## config.mk

```make
export PLATFORM = sky130hd
export DESIGN_NAME = usr_shift_ctrl
export DESIGN_NICKNAME = d
export VERILOG_FILES = /design/src/rtl/usr_shift_ctrl.sv
export SDC_FILE = /design/constraint.sdc
export NUM_CORES = 1
export LEC_CHECK = 0
export ABC_CLOCK_PERIOD_IN_PS = 1500
export BUFFER_PORTS_ARGS = -buffer_cell sky130_fd_sc_hd__buf_2
export CAP_MARGIN = 5
export CELL_PAD_IN_SITES_DETAIL_PLACEMENT = 0
export CELL_PAD_IN_SITES_GLOBAL_PLACEMENT = 2
export CORE_MARGIN = 3
export CORE_UTILIZATION = 29
export CTS_BUF_LIST = sky130_fd_sc_hd__clkbuf_16
export DETAILED_ROUTE_END_ITERATION = 8
export GPL_ROUTABILITY_DRIVEN = 0
export PLACE_DENSITY_LB_ADDON = 0.1
export SYNTH_ARGS = -nofsm -noshare
export SYNTH_HDL_FRONTEND = slang
export SYNTH_SLANG_ARGS = --single-unit
```

## constraint.sdc

```tcl
create_clock -name clk -period 1.5 [get_ports clk]
set_input_delay 0.075 -clock clk [delete_from_list [all_inputs] [get_ports clk]]
set_output_delay 0.075 -clock clk [all_outputs]
set_load 0.05 [all_outputs]
```

## src/rtl/usr_shift_ctrl.sv

```systemverilog
// usr_shift_ctrl: byte serializer sequencer for the 8-bit universal shift register.
// Ports: in_* byte handshake, bit_div pacing, sr_* register control/readback, ser_*/busy/done status.
module usr_shift_ctrl #(
  parameter int   WIDTH = 8,
  parameter int   DIV_W = 8,
  parameter logic FILL  = 1'b0
) (
  input  logic             clk,
  input  logic             clr_n,
  input  logic             in_valid,
  output logic             in_ready,
  input  logic [WIDTH-1:0] in_data,
  input  logic             in_msb_first,
  input  logic [DIV_W-1:0] bit_div,
  output logic             sr_clr,
  output logic [1:0]       sr_sel,
  output logic [WIDTH-1:0] sr_data,
  output logic             sr_left_in,
  output logic             sr_right_in,
  input  logic [WIDTH-1:0] sr_out,
  output logic             ser_out,
  output logic             ser_valid,
  output logic             busy,
  output logic             done
);

  localparam int CW = (WIDTH > 1) ? $clog2(WIDTH) : 1;

  localparam logic [1:0] SEL_HOLD  = 2'b00;
  localparam logic [1:0] SEL_RIGHT = 2'b01;
  localparam logic [1:0] SEL_LEFT  = 2'b10;
  localparam logic [1:0] SEL_LOAD  = 2'b11;

  typedef enum logic [2:0] {
    INIT,
    IDLE,
    LOAD,
    SHIFT,
    DONE
  } state_t;

  state_t           state;
  state_t           state_nx;
  logic [WIDTH-1:0] byte_q;
  logic             msb_q;
  logic [DIV_W-1:0] div_q;
  logic [DIV_W-1:0] div_cnt;
  logic [CW-1:0]    bit_cnt;

  logic period_end;
  logic last_bit;

  // div_cnt never passes div_q, so it cannot wrap even at all-ones
  assign period_end = (div_cnt == div_q);
  assign last_bit   = (bit_cnt == CW'(WIDTH - 1));

  assign sr_left_in  = FILL;
  assign sr_right_in = FILL;

  always_ff @(posedge clk or negedge clr_n) begin
    if (!clr_n) begin
      state   <= INIT;
      byte_q  <= '0;
      msb_q   <= 1'b0;
      div_q   <= '0;
      div_cnt <= '0;
      bit_cnt <= '0;
    end else begin
      state <= state_nx;
      unique case (state)
        IDLE: begin
          if (in_valid) begin
            byte_q <= in_data;
            msb_q  <= in_msb_first;
            div_q  <= bit_div;
          end
        end
        LOAD: begin
          div_cnt <= '0;
          bit_cnt <= '0;
        end
        SHIFT: begin
          if (period_end) begin
            div_cnt <= '0;
            if (!last_bit) bit_cnt <= bit_cnt + 1'b1;
          end else begin
            div_cnt <= div_cnt + 1'b1;
          end
        end
        default: ;
      endcase
    end
  end

  always_comb begin
    state_nx  = state;
    in_ready  = 1'b0;
    sr_clr    = 1'b0;
    sr_sel    = SEL_HOLD;
    sr_data   = '0;
    ser_out   = 1'b0;
    ser_valid = 1'b0;
    busy      = 1'b0;
    done      = 1'b0;
    unique case (state)
      INIT: begin
        sr_clr   = 1'b1;
        state_nx = IDLE;
      end
      IDLE: begin
        in_ready = 1'b1;
        if (in_valid) state_nx = LOAD;
      end
      LOAD: begin
        busy     = 1'b1;
        sr_sel   = SEL_LOAD;
        sr_data  = byte_q;
        state_nx = SHIFT;
      end
      SHIFT: begin
        busy      = 1'b1;
        ser_valid = 1'b1;
        ser_out   = msb_q ? sr_out[WIDTH-1] : sr_out[0];
        if (period_end) begin
          if (last_bit) begin
            state_nx = DONE;
          end else begin
            sr_sel = msb_q ? SEL_LEFT : SEL_RIGHT;
          end
        end
      end
      DONE: begin
        done     = 1'b1;
        state_nx = IDLE;
      end
      default: state_nx = INIT;
    endcase
  end

endmodule

```

; ---- Yosys cells after proc, flatten, opt, wreduce, memory -nomap -nowiden
; Cells that the tools add are included.
[classes]
addsub = 2
eq_ne = 10
muxes = 21
reduce_logical = 7
[op_table]
columns = operator, n
row1 = two-way mux 8 bit, 2
row2 = one-hot mux 8 bit (2 select lines), 1
row3 = two-way mux 3 bit, 5
row4 = one-hot mux 3 bit (4 select lines), 1
row5 = adder 8 x 1 -> 8 bit (second input constant), 1
row6 = == test 8 bit, 1
row7 = != test 2 bit (second input constant), 4
row8 = two-way mux 1 bit, 7
row9 = == test 3 x 2 -> 1 bit (second input constant), 2
row10 = == test 3 bit (second input constant), 2
row11 = two-way mux 2 bit, 3
row12 = one-hot mux 3 bit (2 select lines), 1
row13 = AND reduction 3 bit, 2
row14 = one-hot mux 2 bit (2 select lines), 1
row15 = OR reduction 2 bit, 2
row16 = adder 3 x 1 -> 3 bit (second input constant), 1
row17 = == test 3 x 1 -> 1 bit (second input constant), 1
row18 = logical NOT 3 bit, 1
row19 = AND reduction 2 bit, 1
row20 = nonzero test 2 bit, 1
[word_totals]
reg_bits = 31
input_bits = 28
wordCells = 46

; ---- Depth between registers and ports, before layout
[logic_depth]
ltp_word = 4
mapped_depth = 6
depth_no_buf = 5

; ---- Worst setup path before layout
; Ideal clock, no wire load.
[synth_timing]
kind = register to output
startpoint = reg div_cnt[3]
endpoint = out sr_sel[0]
arrival_time_ns = 2.065
t_required_ns = 1.425
path_slack_ns = -0.640
stages_incl_launch_ff = 6
n_path_buf = 1
path_cell_list = dfrtp_1 > xnor2_1 > nand4_1 > buf_2 > or4_1 > a21oi_1
[synth_via]
elab_chain_len = 3
[synth_lines]
columns = element, line_no
row1 = start: declaration, 47  ; logic [DIV_W-1:0] div_cnt;
row2 = start signal: assignment, 87  ; div_cnt <= div_cnt + 1'b1;
row3 = == test 8 bit, 54  ; assign period_end = (div_cnt == div_q);
row4 = two-way mux 2 bit, 124  ; if (period_end) begin
row5 = one-hot mux 2 bit (2 select lines), 105  ; unique case (state)
row6 = end: declaration, 16  ; output logic [1:0] sr_sel,
; No other way between the ends.

; ---- Worst setup path in the final report
[layout_timing]
startpoint = reg div_q[5]
endpoint = out sr_sel[1]
[layout_via]
elab_chain_len = 3
[layout_lines]
columns = element, line_no
row1 = start: declaration, 46  ; logic [DIV_W-1:0] div_q;
row2 = start signal: assignment, 75  ; div_q <= bit_div;
row3 = == test 8 bit, 54
row4 = two-way mux 2 bit, 124
row5 = one-hot mux 2 bit (2 select lines), 105
; No other way between the ends.

==> run_results.csv <==
group,metric,value,unit
yosys,postSynth.asyncResetShare,100.0,%
yosys,main_combinational_cell_family_by_area_after_synthesis,"simple AND/OR/NAND/NOR gates",
yosys,synth_warn,0,
sta,max_freq,505.4,MHz
grt,global_route.usage.total,16.42,%
sta,report.final.hold_viol_count,0,
clocking,cts.path.max_buffers,2,
setup_path,worst-setup-path-type,"reg2out",
floorplan,die_width,82.01,um
sta,finalMaxSlewViolations,0,
detailed_routing,first_iter_violations,72,
power_and_ir_drop,p_leak,1.353,nW
yosys,ys_seq_area_share,46.30,%
grt,largest_net_degree_at_the_start_of_global_routing,32,
grt,met1_usage,20.88,%
detailed_routing,drt-total-wl,5.010,mm
floorplan,die-height,82.01,um
place,placedInstanceArea,2201,um2
finish,layout.nets,283,
finish,post_route_cells_drive_above_1_share,62.06,%
grt,vias_in_the_first_global_route,1655,
yosys,netlist_area,1675,um2
setup_path,worstSetupStartpointType,"flop",
clocking,cts_made_buffers,5,
floorplan,design.die.area,6725,um2
yosys,synth_enable_flop_cells,0,
setup_path,timing.critical_path.fanout_max,3,
yosys,postSynthCellCount,160,
finish,area.sequential,777.0,um2
yosys,ys_ff_latch,31,
grt,grt_overflow,0,
clocking,clock-sinks,31,
detailed_routing,drt_pass1_iterations,6,
setup_path,arrival,1.90,ns
yosys,yosys.cell_types.count,38,
yosys,synth.area.mux_share,11.95,%
job,cap_violations,0,
yosys,yosys.area_share.xor_xnor,6.572,%
status,outcome,"complete, but fails checks",
yosys,synth_area_per_inst,10.47,um2
floorplan,core.rowCount,27,
yosys,synth_ff_type,"dfrtp_1",
place,detailedPlacementHpwl,3.314,mm
detailed_routing,route.detailed.wl_per_inst,15.42,um
sta,finalHoldWorstSlack,0.01909,ns
yosys,synth-compound-area-share,8.738,%
finish,syn2layout_area_growth,76.40,%
power_and_ir_drop,vdd_ir_drop_max,0.0008910,V
clocking,tritoncts,"done",
grt,global_route.peak_usage_layer,"met2",
grt,met3_routing_resource_usage_after_global_routing,3.947,%
min_path,worstHoldPathType,"in2reg",
sta,final_period_minus_worst_setup_slack,1.979,ns
yosys,synth_top_area_share,46.30,%
sta,post-route-worst-setup-slack,-0.4786,ns
status,failed_checks,"setup timing",
clocking,worst_skew_pair.late_latency,0.27,ns
detailed_routing,drtAntennaViolNets,0,
finish,design_area,2955,um2
detailed_routing,vias,1565,
floorplan,start_util,30.24,%
clocking,htreeDepth,2,
sta,timing.final.crit_share,131.9,%
floorplan,placeableCoreArea,5540,um2
finish,antenna_cells,0,
yosys,netlist_top_cells_area,"dfrtp_1, mux2_2, xnor2_1",
sta,unrepaired_setup_endpoints_after_global_routing,"yes",
grt,grt_antenna_before_repair,0,
power_and_ir_drop,power-per-cell-area,1545,nW/um2
sta,clock_skew,0.007234,ns
detailed_routing,drc,0,
setup_path,cp_data_required_time,1.42,ns
sta,timing.setup.tns,-3.814,ns
floorplan,ioPinCount,46,
yosys,synth_adder_area_share,2.240,%
finish,multiInputGateArea,1075,um2
detailed_routing,detail_route.vias_per_cell,4.815,
sta,report.final.setup_viol,25,
clocking,root_driver,"clkbuf_16",
place,port_buffers,37,
grt,grt.met2_usage,26.66,%
clocking,clk_pin_slew_worst_paths,0.05,ns
yosys,synth_simple_gate_area_share,19.42,%
setup_path,setup.worst_path.end_class,"primary output",
yosys,netlist.top_cell.by_area,"dfrtp_1",
grt,grt_pass1_wl,8.224,mm
finish,fill_cells,472,
-- worst max-delay path, stage by stage (launching register included) --
cell and delay, ns:
dfrtp_1 0.40, xnor2_2 0.17, nand4_1 0.18, buf_4 0.18, o41a_1 0.43, nor2_4 0.12
buf_8 0.15
-- cells in the final DEF (no fill, tap or decap), types with 3 or more instances in the layout --
cell type	netlist	routed
buf_8	0	15
mux2_4	0	15
a21oi_2	0	3
nor2_1	9	5
dfrtp_1	31	30
xnor2_2	3	5
nand3_1	6	4
buf_4	4	38
buf_6	0	15
nor2_4	0	4
buf_2	4	23
nand3b_1	3	3
inv_1	4	4
nand4_1	3	3
and2_4	0	9
xnor2_1	7	5
o211ai_1	3	3
clkbuf_16	0	6
nand2_1	14	14
o21ai_2	0	4
-- synth_stat cells (3+ instances only) --
cell and count:
and2_1 9, dfrtp_1 31, nand3b_1 3, inv_1 4, nand3_1 6, nor3_1 5, buf_4 4, ha_1 3
nand4_1 3, or4_1 3, a21oi_1 4, xnor2_2 3, xnor2_1 7, buf_2 4, o21ai_0 6, nor2_1 9
nand2_1 14, mux2_2 16, o211ai_1 3
-- kinds of logic after synthesis --
logic type      after synthesis
other cells                   1
xor+xnor                     10
buf+inv                      15
mux                          18
fa+ha+maj                     3
simple gates                 60
flops                        31
compound gates               22
-- metrics by stage --
stage / utilization (%) / instances / power (mW) / setup WS, ns
2_1_floorplan: - / 161 / 2.393 / -0.3808
3_3_place_gp: 39.72 / 291 / 2.895 / -0.2589
3_5_place_dp: 39.72 / 291 / 2.931 / -0.2710
4_1_cts: 49.68 / 319 / 4.386 / -0.4790
5_1_grt: 53.34 / 325 / 4.842 / -0.5720
6_report: 53.34 / 325 / 4.565 / -0.4786
-- cell type report --
cell class,instances,share of cell area [%]
clock buffer,5,4.234
clock inverter,3,0.3810
inverter,5,0.9314
multi-input combinational,115,36.37
sequential,31,26.29
tap,72,3.048
timing repair buffer,94,28.75
-- state kept, by name, indices dropped and copies added (netlist names) --
| name | count |
|---|---|
| bit_cnt | 3 |
| byte_q | 8 |
| div_cnt | 8 |
| div_q | 8 |
| msb_q | 1 |
| state | 3 |
-- final timing paths --
check | startpoint | end | slack (ns) | depth (start not counted)
setup reg to reg | div_q[5]$_DFFE_PN0P_ | bit_cnt[1]$_DFFE_PN0P_ | -0.35 | 7
setup / recovery | div_q[5]$_DFFE_PN0P_ | sr_sel[1] | -0.48 | 6
max in group asynchronous | clr_n | state[1]$_DFFE_PN0P_ | 0.82 | 3
hold / removal | in_msb_first | msb_q$_DFFE_PN0P_ | 0.02 | 3
hold reg to reg | byte_q[4]$_DFFE_PN0P_ | byte_q[4]$_DFFE_PN0P_ | 0.51 | 1
min in group asynchronous | clr_n | bit_cnt[1]$_DFFE_PN0P_ | 0.35 | 3
-- per-layer routing --
layer | vias to the layer above | share of wire [%]
met5 | - | 0
met4 | 0 | 1.5
met3 | 6 | 3.9
met2 | 34 | 51
met1 | 779 | 44
li1 | 746 | -
-- where the power goes --
group	internal, mW	switching [mW]	leakage (nW)
sequential	1.16	0.264	0.378
combinational	1.26	0.947	0.905
clock	0.595	0.335	0.0701
total	3.02	1.55	1.35
-- timing repair --
action | CTS | global route
endpoints found under the hold margin | 31 | 0
hold buffers | 1 | 0
endpoints found under the setup margin | 24 | 40
buffers inserted | 21 | 11
pin swaps | 26 | 12
gates cloned | 0 | 1
gates resized for setup | 77 | 39
(Power assumes the default switching activity.)
